**config.mk**
```make
export PLATFORM = sky130hd
export DESIGN_NAME = updown_counter_gen
export DESIGN_NICKNAME = d
export VERILOG_FILES = /design/src/rtl/updown_counter_gen.sv
export SDC_FILE = /design/constraint.sdc
export NUM_CORES = 1
export LEC_CHECK = 0
export BUFFER_PORTS_ARGS = -buffer_cell sky130_fd_sc_hd__buf_2
export CAP_MARGIN = 20
export CELL_PAD_IN_SITES_DETAIL_PLACEMENT = 0
export CELL_PAD_IN_SITES_GLOBAL_PLACEMENT = 2
export CORE_MARGIN = 4
export CORE_UTILIZATION = 36
export CTS_BUF_LIST = sky130_fd_sc_hd__clkbuf_4 sky130_fd_sc_hd__clkbuf_8 sky130_fd_sc_hd__clkbuf_16
export DETAILED_ROUTE_END_ITERATION = 10
export PLACE_DENSITY = 0.89
export RECOVER_POWER = 100
export SYNTH_ARGS = -nofsm -noshare
export SYNTH_HDL_FRONTEND = slang
export SYNTH_SLANG_ARGS = --single-unit
```
**constraint.sdc**
```tcl
create_clock -name clk -period 7.03 [get_ports clk]
set_input_delay 0.703 -clock clk [delete_from_list [all_inputs] [get_ports clk]]
set_output_delay 0.703 -clock clk [all_outputs]
set_load 0.01 [all_outputs]
```
**src/rtl/updown_counter_gen.sv**
```systemverilog
// Up/down counter with run-time limits, programmable step and wrap/saturate mode.
// Registered overflow/underflow pulses plus sticky flags; high/low flag count at a limit.
module updown_counter_gen #(
  parameter int unsigned       WIDTH   = 8,
  parameter int unsigned       STEP_W  = 4,
  parameter logic [WIDTH-1:0]  RST_VAL = '0
) (
  input  logic              clk,
  input  logic              rst,
  input  logic              en,
  input  logic              load,
  input  logic              up,
  input  logic              down,
  input  logic [WIDTH-1:0]  in,
  input  logic [STEP_W-1:0] step,
  input  logic [WIDTH-1:0]  lo_lim,
  input  logic [WIDTH-1:0]  hi_lim,
  input  logic              sat_mode,
  input  logic              clr_flags,
  output logic [WIDTH-1:0]  count,
  output logic              high,
  output logic              low,
  output logic              ovf,
  output logic              unf,
  output logic              ovf_stk,
  output logic              unf_stk,
  output logic              cfg_err
);

  localparam int unsigned PadW = WIDTH + 1 - STEP_W;

  logic [WIDTH-1:0] count_q, count_d;
  logic             ovf_q, ovf_d, unf_q, unf_d;
  logic             ovf_stk_q, ovf_stk_d, unf_stk_q, unf_stk_d;
  logic [WIDTH:0]   step_ext, sum, diff;
  logic             up_hit, down_hit, step_nz;

  assign cfg_err  = lo_lim > hi_lim;
  assign step_ext = {{PadW{1'b0}}, step};
  assign sum      = {1'b0, count_q} + step_ext;
  assign diff     = {1'b0, count_q} - step_ext;
  assign step_nz  = |step;
  assign up_hit   = en & up & ~down;
  assign down_hit = en & down & ~up;

  always_comb begin
    count_d = count_q;
    ovf_d   = 1'b0;
    unf_d   = 1'b0;
    if (cfg_err) begin
      count_d = count_q;
    end else if (load) begin
      if (in < lo_lim)      count_d = lo_lim;
      else if (in > hi_lim) count_d = hi_lim;
      else                  count_d = in;
    end else if (up_hit && step_nz) begin
      if (sum > {1'b0, hi_lim}) begin
        ovf_d   = 1'b1;
        count_d = sat_mode ? hi_lim : lo_lim;
      end else begin
        count_d = sum[WIDTH-1:0];
      end
    end else if (down_hit && step_nz) begin
      // diff[WIDTH] set means the subtraction borrowed below zero
      if (diff[WIDTH] || (diff[WIDTH-1:0] < lo_lim)) begin
        unf_d   = 1'b1;
        count_d = sat_mode ? lo_lim : hi_lim;
      end else begin
        count_d = diff[WIDTH-1:0];
      end
    end
  end

  // A new event takes precedence over a same-cycle clear
  assign ovf_stk_d = ovf_d | (ovf_stk_q & ~clr_flags);
  assign unf_stk_d = unf_d | (unf_stk_q & ~clr_flags);

  always_ff @(posedge clk or negedge rst) begin
    if (!rst) begin
      count_q   <= RST_VAL;
      ovf_q     <= 1'b0;
      unf_q     <= 1'b0;
      ovf_stk_q <= 1'b0;
      unf_stk_q <= 1'b0;
    end else begin
      count_q   <= count_d;
      ovf_q     <= ovf_d;
      unf_q     <= unf_d;
      ovf_stk_q <= ovf_stk_d;
      unf_stk_q <= unf_stk_d;
    end
  end

  assign count   = count_q;
  assign high    = count_q == hi_lim;
  assign low     = count_q == lo_lim;
  assign ovf     = ovf_q;
  assign unf     = unf_q;
  assign ovf_stk = ovf_stk_q;
  assign unf_stk = unf_stk_q;

endmodule

```
---- Word level (Yosys, flattened, before mapping) ----
Index checks and enable logic that the tools add are counted.
operators by class
  bitwise gates (word level) .............. 12
  $add $sub $neg .......................... 2
  magnitude comparators ................... 5
  muxes and demuxes ....................... 18
  reductions and logical operators ........ 6
  equal/unequal tests ..................... 2
operators with widths
  kind                                                      count
  8-bit 2-to-1 mux                                          9
  8-bit == test                                             2
  8-bit greater-than comparator                             2
  8-bit < comparator                                        2
  8-bit by 4-bit adder with 9-bit output                    1
  9-bit by 8-bit greater-than comparator with 1-bit output  1
  1-bit 2-to-1 mux                                          9
  8-bit by 4-bit subtractor with 9-bit output               1
  1-bit AND                                                 6
  1-bit inverter                                            4
  4-bit OR reduction                                        1
  3-bit nonzero test                                        1
  1-bit logical AND                                         2
  1-bit OR                                                  2
  2-bit AND reduction                                       1
  1-bit logical OR                                          1
storage, ports and cells
  logic and storage cells ................. 50
  output and inout bits ................... 15
  input port bits ......................... 36
  register bits after elaboration ......... 12

---- Depth between registers and ports, before layout ----
  word-level depth ........................ 9
  gate-level depth with buffers ........... 16
  mapped depth without buffers ............ 15

---- Least setup slack after synthesis ----
Ideal clock, no wire load.
  path type ............................... input to register
  start point ............................. input port step[1]
  end point ............................... register count_q[0] (netlist: count[0])
  slack ................................... 3188 ps
  required time ........................... 6904 ps
  arrival ................................. 3716 ps
  cell stages on the path ................. 14
  buffers on the path ..................... 0
  library setup time ...................... 126 ps
  cells stage by stage .................... inv_1 ha_1 nand2b_1 a2111o_1 a21oi_1 xor2_1 ha_1 and3_4 a221oi_2 a21oi_2 a41oi_4 mux2_4 o22ai_1 o32a_1
on the way
  word-level cells in the longest chain between the ends .. 7
  elaborated cells between the ends (all ways) .. 15
  classes of those cells .................. add/sub: 2; order compare: 2; mux: 5; reduce/logical: 6
RTL lines
  what                                         line  text
  from (decl)                                  15    input logic [STEP_W-1:0] step,
  8-bit by 4-bit subtractor with 9-bit output  41    assign diff = {1'b0, count_q} - step_ext;
  8-bit < comparator                           65    if (diff[WIDTH] || (diff[WIDTH-1:0] < lo_lim)) begin
  1-bit logical OR                             65
  8-bit 2-to-1 mux                             65
  8-bit 2-to-1 mux                             63    end else if (down_hit && step_nz) begin
  8-bit 2-to-1 mux                             56    end else if (up_hit && step_nz) begin
  8-bit 2-to-1 mux                             52    end else if (load) begin
  to (signal assigned)                         86    count_q <= count_d;
  to (decl)                                    32    logic [WIDTH-1:0] count_q, count_d;
Parallel ways exist; a longest one is shown, timed or not. The select of a mux whose other input is x is not followed.
A chain may end at the register's enable or synchronous reset.

---- Worst setup path after layout ----
Ends and elaborated chain as after synthesis.

==> flow_summary_export.csv <==
group,metric,value,unit
sta,clock.fmax,213,MHz
sta,tns,0,ns
sta,min_period,4.69,ns
critical_path,cp_top_family,"compound AO/OA/AOI/OAI gates",
critical_path,rrSetupSlack,2.54,ns
sta,period_share,66.8,%
final_layout,multi_input_area,0.00215,mm²
clock_tree,clkSlewWorstSetupHoldPaths,0.06,ns
synthesis,netlist_instances,326,
sta,relSlewSlack,28.9,%
detailed_routing,route.final.wire_length,8.51,mm
final_layout,fin_nets,454,
clock_tree,cts-buffers-inserted,3,
pwr,p_sw_share,51.3,%
final_layout,diodes,0,
detailed_routing,initialDrtViolationCount,164,
synthesis,synth_top_area_share,21.8,%
synthesis,ys_types,54,
global_route,grt_pass1_vias,2550,
pwr,power_frac_clock,8.8,%
sta,fin_worst_skew,0.00748,ns
detailed_routing,vias_per_cell,5.63,
clock_tree,hold_buffers,0,
pwr,vdd_drop_max,0.137,mV
detailed_routing,firstDrtPassIters,5,
synthesis,yosysMostFrequentCell,"ha_1",
clock_tree,clkSinkCount,12,
pwr,combPwrFrac,74.7,%
clock_tree,cts_tree,"built",
detailed_routing,final_antenna_net_count,0,
pwr,leakagePower,1.39,nW
pwr,intPower,0.000438,W
sta,slew_viol_final,0,
floorplan,io_pins,51,
global_route,antenna_found_initial,0,
critical_path,cpMaxStageDelayCell,"a41oi_1",
synthesis,ys_warn_count,0,
floorplan,rows,30,
synthesis,synthTopCellsByArea,"ha_1 22%, dfrtp_1 11%, xnor2_1 7.0%",
placed_design,numPortBuffers,50,
synthesis,yosysTopAreaCell,"ha_1",
synthesis,ys_seq_area_share,11.4,%
synthesis,synth_edf_count,0,
pwr,p_sw,0.000463,W
synthesis,synth_fp_nets,410,
critical_path,path_cells,"clkbuf_1, inv_1, ha_1, nand2b_1, a2111o_1, a21oi_1, xor2_1, ha_1, and3_1, a221oi_1, a21oi_1, a41oi_1, mux2_4, o22ai_1, o32a_1",
final_layout,syn_to_final_growth,12.0,%
floorplan,die_x,93.7,µm
floorplan,die_y,93.7,µm
sta,hold_viol_final,0,
sta,finalSetupViolations,0,
run,cap_violations,0,
detailed_routing,wire_per_inst,18.3,µm
global_route,grt-ovfl-total,0,
global_route,grt_start_max_net_pins,32,
placed_design,place.gp.congestion,0.863,
pwr,pwr-share-seq,16.5,%
synthesis,synth.avg_cell_area,8.11,µm²
floorplan,core,0.00694,mm²
clock_tree,cts_root_buf,"clkbuf_8",
clock_tree,clock_path_buffers,2,
critical_path,crit_required,7.16,ns
detailed_routing,drc,0,
synthesis,netlist_area,0.00264,mm²
synthesis,synth_flop_cell,"dfrtp_1",
synthesis,async_reset_ff_share,100,%
sta,worst_slew_pin_slew,1.05,ns
final_layout,drive_above_1_share,13.0,%
sta,rsz0062_at_grt,"no",
critical_path,crit_buf_inv,2,
clock_tree,post_cts_buffers,0,
sta,holdWs,0.479,ns
critical_path,path_class,"in2reg",
status,status,"finished, final reports clean",
min_path,hold_class,"in2async",
synthesis,synthTopCellsByCount,"46 x ha_1, 28 x inv_1, 25 x a21oi_1",
critical_path,end_kind,"flip-flop",
critical_path,crit_fanout,8,
critical_path,cpPeakStageDelay,0.83,ns
floorplan,die-area,0.00878,mm²
clock_tree,cts_max_level,1,
clock_tree,clk_latency,0.25,ns
pwr,p_per_area,304,mW/mm²
global_route,grt_pass1_wl,13.4,mm
placed_design,place_hpwl,7.11,mm
final_layout,nFillCells,758,
final_layout,seq_area,300,µm²
global_route,track_usage,19.5,%
detailed_routing,vias,2616,
critical_path,cp-start-kind,"input port",
clock_tree,cts_resized,0,
floorplan,start_util,38.1,%
critical_path,critPathArrivalTime,4.82,ns
synthesis,ys_ff_latch,12,
-- metal layers --
layer  GRT usage [%]  up-vias  share of wire, %
met2            31.9      108                46
met4            2.29        0              0.69
met1            27.6     1214                46
li1                -     1285                 -
met5               0        -                 0
met3            3.37        9               6.9
-- registers in the layout, summed over array words and instances (netlist names) --
name,flops
ovf_stk,1
unf,1
ovf,1
count,8
unf_stk,1
-- final cells by class --
| type | instances | share of cell area [%] |
|---|---|---|
| repair buffers | 50 | 7.73 |
| inverters | 29 | 3.68 |
| well taps | 96 | 4.06 |
| clock buffers | 4 | 1.86 |
| multi-input cells | 274 | 72.5 |
| flip-flops and latches | 12 | 10.1 |
-- cell usage in the layout (no fill, tap or decap), types with 8 or more instances in the layout --
master | synthesis | layout
nor2_1 | 21 | 21
nand2b_1 | 8 | 8
buf_2 | 2 | 33
clkbuf_1 | 9 | 17
o21ai_0 | 18 | 19
xnor2_1 | 21 | 21
a21oi_1 | 25 | 27
ha_1 | 46 | 46
nand4_1 | 9 | 9
inv_1 | 28 | 28
mux2i_1 | 16 | 16
nand2_1 | 16 | 16
dfrtp_1 | 12 | 12
nor3_1 | 8 | 8
-- final timing paths --
check,from,end,cells after the start
max,step[1],count[0]$_DFFE_PN0P_,15
min,rst,count[6]$_DFFE_PN0P_,1
max reg2reg,count[1]$_DFFE_PN0P_,count[0]$_DFFE_PN0P_,13
min reg2reg,ovf_stk$_DFF_PN0_,ovf_stk$_DFF_PN0_,1
max in group asynchronous,rst,unf_stk$_DFF_PN0_,1
min in group clk,ovf_stk$_DFF_PN0_,ovf_stk$_DFF_PN0_,1
-- worst reg2reg max path, delay by kind of cell, from the launching register on --
kind            cells  cell delay (ns)
compound gates      7             2.31
xor+xnor            1             0.23
fa+ha+maj           2             0.59
flops               1             0.56
mux                 1             0.31
simple gates        2             0.37
-- metrics by stage --
step	instances	total power (W)	setup slack (ns)	utilization, %	instance area [µm²]
floorplan	326	0.000667	3.19	-	2640
global placement	461	0.000847	2.83	42.8	2970
detailed placement	461	0.000852	2.77	42.8	2970
CTS	465	0.000938	2.99	43.6	3030
global route	465	0.000987	2.05	42.6	2960
finish	465	0.000901	2.34	42.6	2960
-- cells by family (layout without fill, tap and decap cells) --
kind of cell               after synthesis  count (layout)  synth area share [%]
muxes                                   24              24                  9.61
xor gates and xnor gates                27              27                  8.94
buffers and inverters                   40              83                  5.77
adders and majority gates               48              48                  23.3
and+or+nand+nor                         80              80                  15.3
AOI/OAI and AO/OA                       95              95                  25.7
DFF                                     12              12                  11.4
-- power by group through the flow --
stage	clock network, W	registers, W	logic (W)
floorplan	0	0.000124	0.000543
global placement	0	0.000153	0.000694
detailed placement	0	0.000153	0.000699
CTS	0.0000804	0.000151	0.000707
global route	0.0000838	0.000155	0.000748
finish	0.0000795	0.000149	0.000673
No activity file was read; power rests on OpenSTA's default activity.
